==> src/rtl/xgen_link_sched.sv <==
// ---------------------------------------------------------------------------
// xgen_link_sched
//
// Purpose:
//   Time-shares one bank of per-link xgen transform generators across all
//   robot links. For every link of a run (ascending or descending) it fetches
//   sin(q)/cos(q) from the trig unit, drives them with a one-hot link select
//   into the xgen bank, waits XGEN_LAT cycles for the bank to settle, then
//   presents the link's transform to the RNEA forward-pass consumer under
//   valid/ready.
//
// Ports:
//   clk, rst_n                   clock (rising edge), async active-low reset
//   start_in, reverse_in         run request (sampled in IDLE) and direction
//   busy_out, done_out           run in progress / one-cycle completion pulse
//   sc_req_out, sc_link_out      trig request and requested link
//   sc_valid_in, sinq_in, cosq_in  trig response
//   xg_sel_out, xg_sinq_out, xg_cosq_out  registered drive of the xgen bank
//   out_valid_out, out_ready_in, out_link_out  consumer handshake
//   cyc_cnt_out                  run cycle count (performance build only)
//
// Configuration:
//   XGEN_SCHED_PERF_EN  when defined, cyc_cnt_out counts busy cycles of the
//                       current/last run (saturating); otherwise it is 0.
// ---------------------------------------------------------------------------
module xgen_link_sched #(
  parameter int WIDTH        = 32,
  parameter int DECIMAL_BITS = 16,
  parameter int NUM_LINKS    = 7,
  parameter int LINK_W       = 4,
  parameter int XGEN_LAT     = 1
) (
  input  logic                 clk,
  input  logic                 rst_n,
  input  logic                 start_in,
  input  logic                 reverse_in,
  output logic                 busy_out,
  output logic                 done_out,
  output logic                 sc_req_out,
  output logic [LINK_W-1:0]    sc_link_out,
  input  logic                 sc_valid_in,
  input  logic [WIDTH-1:0]     sinq_in,
  input  logic [WIDTH-1:0]     cosq_in,
  output logic [NUM_LINKS-1:0] xg_sel_out,
  output logic [WIDTH-1:0]     xg_sinq_out,
  output logic [WIDTH-1:0]     xg_cosq_out,
  output logic                 out_valid_out,
  input  logic                 out_ready_in,
  output logic [LINK_W-1:0]    out_link_out,
  output logic [15:0]          cyc_cnt_out
);

  // Catch illegal configurations at elaboration rather than in silicon.
  if (NUM_LINKS < 1 || NUM_LINKS > 15 || (1 << LINK_W) <= NUM_LINKS ||
      XGEN_LAT < 0 || XGEN_LAT > 15 || DECIMAL_BITS > WIDTH) begin : g_bad_params
    $error("xgen_link_sched: illegal parameter combination");
  end

  typedef enum logic [2:0] {IDLE, FETCH, SETTLE, EMIT, DONE} state_t;

  localparam logic [LINK_W-1:0]    FIRST_LINK = '0;
  localparam logic [LINK_W-1:0]    LAST_LINK  = LINK_W'(NUM_LINKS - 1);
  localparam logic [3:0]           LAT        = 4'(XGEN_LAT);
  localparam logic [NUM_LINKS-1:0] SEL_ONE    = NUM_LINKS'(1);

  state_t            state;
  logic [LINK_W-1:0] link;
  logic [3:0]        settle_cnt;
  logic              rev;

  logic              last_link;
  logic [LINK_W-1:0] next_link;

  // The end of a run depends on the direction latched at start, so the
  // counter only ever moves toward a valid terminal index and never wraps.
  assign last_link = rev ? (link == FIRST_LINK) : (link == LAST_LINK);
  assign next_link = rev ? (link - 1'b1) : (link + 1'b1);

  // Main scheduler. All outputs are registered here so the xgen bank and the
  // consumer see glitch-free, stable values for the whole emit window.
  always_ff @(posedge clk or negedge rst_n) begin
    if (!rst_n) begin
      state         <= IDLE;
      link          <= '0;
      settle_cnt    <= '0;
      rev           <= 1'b0;
      busy_out      <= 1'b0;
      done_out      <= 1'b0;
      sc_req_out    <= 1'b0;
      sc_link_out   <= '0;
      xg_sel_out    <= '0;
      xg_sinq_out   <= '0;
      xg_cosq_out   <= '0;
      out_valid_out <= 1'b0;
      out_link_out  <= '0;
    end else begin
      done_out <= 1'b0;
      case (state)
        IDLE: begin
          if (start_in) begin
            busy_out    <= 1'b1;
            rev         <= reverse_in;
            link        <= reverse_in ? LAST_LINK : FIRST_LINK;
            sc_req_out  <= 1'b1;
            sc_link_out <= reverse_in ? LAST_LINK : FIRST_LINK;
            state       <= FETCH;
          end
        end

        FETCH: begin
          if (sc_valid_in) begin
            xg_sinq_out <= sinq_in;
            xg_cosq_out <= cosq_in;
            xg_sel_out  <= SEL_ONE << link;
            sc_req_out  <= 1'b0;
            settle_cnt  <= LAT;
            // With zero bank latency the transform is usable straight away.
            if (LAT == 4'd0) begin
              out_valid_out <= 1'b1;
              out_link_out  <= link;
              state         <= EMIT;
            end else begin
              state <= SETTLE;
            end
          end
        end

        SETTLE: begin
          // Raising valid on the count-of-1 edge gives exactly XGEN_LAT
          // cycles between the capture edge and valid.
          if (settle_cnt <= 4'd1) begin
            settle_cnt    <= '0;
            out_valid_out <= 1'b1;
            out_link_out  <= link;
            state         <= EMIT;
          end else begin
            settle_cnt <= settle_cnt - 4'd1;
          end
        end

        EMIT: begin
          if (out_ready_in) begin
            out_valid_out <= 1'b0;
            if (last_link) begin
              xg_sel_out <= '0;
              done_out   <= 1'b1;
              state      <= DONE;
            end else begin
              link        <= next_link;
              sc_req_out  <= 1'b1;
              sc_link_out <= next_link;
              state       <= FETCH;
            end
          end
        end

        DONE: begin
          busy_out <= 1'b0;
          state    <= IDLE;
        end

        default: state <= IDLE;
      endcase
    end
  end

`ifdef XGEN_SCHED_PERF_EN
  logic [15:0] cyc_cnt;

  // Run length counter: cleared by an accepted start, counts every busy
  // cycle (including DONE), saturates, and holds until the next run.
  always_ff @(posedge clk or negedge rst_n) begin
    if (!rst_n) begin
      cyc_cnt <= '0;
    end else if (state == IDLE && start_in) begin
      cyc_cnt <= '0;
    end else if (busy_out && cyc_cnt != 16'hFFFF) begin
      cyc_cnt <= cyc_cnt + 16'd1;
    end
  end

  assign cyc_cnt_out = cyc_cnt;
`else
  assign cyc_cnt_out = 16'd0;
`endif

endmodule
==> config.mk <==
export PLATFORM = sky130hd
export DESIGN_NAME = xgen_link_sched
export DESIGN_NICKNAME = d
export VERILOG_FILES = /design/src/rtl/xgen_link_sched.sv
export SDC_FILE = /design/constraint.sdc
export NUM_CORES = 1
export LEC_CHECK = 0
export CAP_MARGIN = 15
export CORE_ASPECT_RATIO = 1.5
export CORE_MARGIN = 3
export CORE_UTILIZATION = 43
export CTS_CLUSTER_DIAMETER = 100
export CTS_CLUSTER_SIZE = 12
export DETAILED_ROUTE_END_ITERATION = 16
export GPL_TIMING_DRIVEN = 0
export PLACE_DENSITY = 0.81
export SLEW_MARGIN = 25
export SYNTH_ARGS = -nofsm -noshare
export SYNTH_HDL_FRONTEND = slang
export SYNTH_SLANG_ARGS = --single-unit
export TNS_END_PERCENT = 10
==> constraint.sdc <==
create_clock -name clk -period 2.4 [get_ports clk]
set_clock_uncertainty 0.1 [all_clocks]
set_input_delay 0.24 -clock clk [delete_from_list [all_inputs] [get_ports clk]]
set_output_delay 0.24 -clock clk [all_outputs]
set_load 0.05 [all_outputs]
After elaboration in Yosys (flattened, before gate mapping)
Cells that the tools add are included.

Logic and storage cells: 78. Bits in writable memories: 0. Input port bits: 70. Bits in read-only memories: 0. Register bits after elaboration: 91. Bits in latches: 0. Memories kept: 0. Output and inout bits: 99.

Bitwise logic cells: 0. Multiplexer cells: 32. $add $sub $neg: 3. Shift operators: 1. Divide/modulo/power cells: 0. Order comparisons: 1. Multiply operators: 0. Equality and inequality tests: 11. Reductions and logical operators: 18.

Operator list (count): $mux 4 (6); $mux 7 (3); $mux 3 (6); $pmux 4 s2 (2); $pmux 7 s2 (1); $ne 2x2->1 const B (6); $pmux 3 s4 (1); $reduce_and 4->1 (3); $mux 1 (10); $reduce_and 2->1 (5); $reduce_bool 2->1 (5); $sub 4x1->4 const B (2); $shl 1x4->7 const A (1); $eq 3x2->1 const B (2); $reduce_and 5->1 (1); $add 4x1->4 const B (1); $eq 4x3->1 const B (1); $le 4x1->1 const B (1); $logic_not 4->1 (1); $pmux 1 s2 (2); $eq 3x1->1 const B (1); $eq 3x3->1 const B (1); $logic_not 3->1 (1); $pmux 1 s3 (1); 2 further kinds (2).

Longest topological paths before layout
Depth after elaboration: 5. Depth in mapped cells: 7. Depth with buffers taken out: 5.

Worst setup path before layout
Ideal clock, no wire load.

Path kind: flip-flop to flip-flop. Start point: register link[1]. End point: register link[2]. Buffers on the path: 1. Cell stages (with the launch flop): 7. Required time: 2.175 ns. Clock period less this slack: 2.045 ns. Path slack: 0.355 ns. Arrival time: 1.821 ns. Cell sequence: dfrtp_1 -> buf_2 -> inv_1 -> fa_1 -> xor2_1 -> o21ai_0 -> mux2_2.

Word-level cells in the longest chain between the ends: 5.

RTL lines: start, declared (line 67) `logic [LINK_W-1:0] link;`; start signal, assigned (line 103) `link <= reverse_in ? LAST_LINK : FIRST_LINK;`; start signal, assigned (line 149) `link <= next_link;`; $add 4x1->4 / $sub 4x1->4 (equally long branches) (line 77) `assign next_link = rev ? (link - 1'b1) : (link + 1'b1);`; $mux 4 (line 77); $mux 4 (line 144) `if (last_link) begin`; $mux 4 (line 142) `if (out_ready_in) begin`; $pmux 4 s2 (line 98) `case (state)`.

Parallel ways exist; a longest one is shown, timed or not. The select of a mux whose other input is x is not followed. A chain may end at the register's enable or synchronous reset.

Worst setup path after layout
Start point: register state[1]. End point: register xg_sinq_out[24].

Word-level cells in the longest chain between the ends: 2.

RTL lines: start, declared (line 66) `state_t state;`; start signal, assigned (line 83) `state <= IDLE;`; start signal, assigned (line 106) `state <= FETCH;`; start signal, assigned (line 121) `state <= EMIT;`; $eq 3x1->1 (line 98); $reduce_and 2->1 (no line); end signal, assigned (line 112) `xg_sinq_out <= sinq_in;`; end, declared (line 45) `output logic [WIDTH-1:0] xg_sinq_out,`.

Every way passes these cells.

==> impl_metrics.csv <==
group,metric,value,unit
outcome,outcome,"complete, no violations",
synthesis,syn_area_per_cell,14.1,sq um
timing,rsz0062_at_grt,"false",
routing,vias,2808,
placement,dpl.hpwl,7010,um
setup_path,path_max_fanout,10,
synthesis,yosysMostFrequentCell,"dfrtp_1",
synthesis,synth_cell_types,43,
die,ios,169,
setup_path,r2r-end,"xg_sinq_out[24]",
power_and_ir_drop,p_leak,2.65,nW
setup_path,start_kind,"flop",
synthesis,netlist_area,4040,sq um
clocking,cts-root-buf,"clkbuf_16",
die,die_h,125,um
layout,nets,541,
setup_path,critPathCaptureType,"flop",
timing,max-slew-margin-rel,63.7,%
synthesis,synth_edf_count,0,
global_route,antenna_found_initial,0,
routing,first_pass_iters,4,
timing,post-route-period-util,81.5,%
synthesis,synth.area.top_cells,"dfrtp_1 56%, mux2_2 14%, mux2_4 7.4%, buf_4 3.5%, mux2_1 2.2%",
synthesis,synthTopCellsByCount,"91 x dfrtp_1, 49 x mux2_2, 20 x mux2_4, 19 x buf_4, 13 x nand2_1",
layout,layout-drive-gt1-share,25.3,%
setup_path,cp.arrival,2.06,ns
clocking,cts_setup_buffers,0,
synthesis,ys.flop_type,"dfrtp_1",
layout,num_antenna_cells,0,
synthesis,synthArstFlopShare,100,%
power_and_ir_drop,power.density,1630,nW/um^2
routing,drtIter0Drc,126,
global_route,grt_pass1_vias,2994,
timing,fmax,511,MHz
timing,final_hold_viol_count,0,
timing,setup_viol,0,
die,die-area,10600,sq um
setup_path,timing.rr.start,"state[1]",
global_route,grt_max_degree,55,
setup_path,r2r_slack,0.44,ns
synthesis,yosysWarningCount,0,
global_route,grt_pass1_wl,15100,um
clocking,htreeDepth,3,
job,drv_cap,0,
setup_path,worstSetupStartpoint,"state[1]",
layout,syn_to_final_growth,50.3,%
clocking,clock_path_buffers,2,
synthesis,syn_inst,286,
die,num_rows,42,
synthesis,synth_top_area_share,56.4,%
die,start_util,44.9,%
clocking,insertion_delay,0.33,ns
timing,fin_crit,1.96,ns
placement,gp_congestion,0.795,
routing,post_drt_wl_per_cell,15.6,um
routing,viasPerCell,4.83,
clocking,numCtsBuffers,9,
power_and_ir_drop,max-vdd-ir-drop,1.07,mV
clocking,cts_tree,"yes",
routing,wl,9090,um
setup_path,critPathKind,"flop to flop",
synthesis,yosys.area.top_type,"dfrtp_1",
timing,setup_slack,0.444,ns
power_and_ir_drop,power,9.90,mW
placement,postPlaceCellArea,5780,sq um
synthesis,synth_seq_area_share,56.4,%
global_route,overflow,0,
clocking,cts_sinks,91,
layout,final_area,6060,sq um
hold_path,hold_path_class,"primary input to async pin",
synthesis,synth_seq_cells,91,
placement,io_buffers,152,
die,die_w,85.1,um
routing,ant_nets,0,
die,core,8990,sq um
layout,post-route-util,67.5,%
global_route,track_usage,18.0,%
placement,place_ws,0.250,ns
timing,worst_pin_slew,0.543,ns
setup_path,reg2reg_depth,6,
routing,drc,0,
clocking,clk_pin_slew,0.06,ns
setup_path,crit_required,2.51,ns
timing,final_max_slew_viol_count,0,
[cells in the final DEF, fill, tap and decap left out, types with 3 or more instances in the layout]
cell type,n
nand2_1,13
clkdlybuf4s50_1,151
conb_1,16
nor2_1,12
ha_1,4
a21oi_1,7
mux2_1,8
buf_2,5
mux2_4,20
inv_1,8
clkbuf_16,9
mux2_2,49
clkbuf_1,3
buf_4,19
nand3_1,4
o21ai_0,9
dfrtp_1,91
[registers in the layout, indices dropped and copies added (netlist names)]
name,flops
xg_cosq_out,32
busy_out,1
xg_sinq_out,32
out_valid_out,1
link,4
settle_cnt,4
out_link_out,4
state,3
done_out,1
sc_req_out,1
rev,1
xg_sel_out,7
[where the power goes]
group	internal (mW)	total, mW	switching [mW]	leakage [nW]
registers	2.25	2.64	0.389	1.10
logic	2.33	5.97	3.63	1.42
clock network	0.756	1.29	0.538	0.137
[how the worst max path moves through the flow]
stage	cells past startpoint	endpoint	slack, ns
after floorplan	6	link[2]	0.35
after global placement	1	xg_cosq_out[10]	-2.27
after detailed placement	6	xg_sinq_out[24]	0.25
after CTS	6	xg_sinq_out[30]	0.42
after global routing	6	xg_sinq_out[24]	0.33
final	6	xg_sinq_out[24]	0.44
[routing by layer]
| layer | wire (um) | part of all wire (%) | vias to the layer above | track usage (%) |
|---|---|---|---|---|
| li1 | - | - | 1329 | - |
| met1 | 3380 | 37 | 1352 | 20.2 |
| met2 | 4790 | 53 | 115 | 31.0 |
| met3 | 744 | 8.2 | 12 | 6.49 |
| met4 | 176 | 1.9 | 0 | 5.87 |
| met5 | 0 | 0 | - | 0 |
[cell families (layout without fill, tap and decap cells)]
group                      Yosys count  count (layout)  synth area share (%)
AOI/OAI and AO/OA                   27              27                  4.65
xor gates and xnor gates             1               1                 0.217
other                                1              16                0.0929
and+or+nand+nor                     47              47                  6.64
adders and majority gates            5               5                  1.74
muxes                               78              78                  23.6
buffers and inverters               36             206                  6.64
DFF                                 91              91                  56.4
[what timing repair did]
action                                 4_1_cts  5_1_grt
resized for setup                            0        0
hold buffers                                 1        0
endpoints found under the hold margin       37        0
[per-stage QoR]
| step | instances | hold WS (ns) | setup TNS [ns] |
|---|---|---|---|
| 6_report | 581 | 0.269 | 0 |
| 4_1_cts | 581 | 0.286 | 0 |
| 5_1_grt | 581 | 0.322 | 0 |
| 3_5_place_dp | 564 | 0.0716 | 0 |
| 3_3_place_gp | 563 | 0.366 | -206.32 |
| 2_1_floorplan | 301 | -0.156 | 0 |
[area by class of cell]
cell class / instances / area, sq um
plain buffers: 28 / 238
clock buffers: 14 / 264
clock inverters: 2 / 10.0
fillers: 654 / 2920
inverters: 8 / 30.0
multi-input cells: 174 / 1550
flip-flops and latches: 91 / 2280
well taps: 110 / 138
repair buffers: 154 / 1560
[worst max-delay path, cell delays in order, from the launching register on]
cell and delay, ns:
dfrtp_1 0.36, buf_2 0.17, nor4bb_1 0.28, buf_2 0.26, buf_8 0.19, buf_8 0.15, mux2_1 0.33
(Power assumes the default switching activity.)
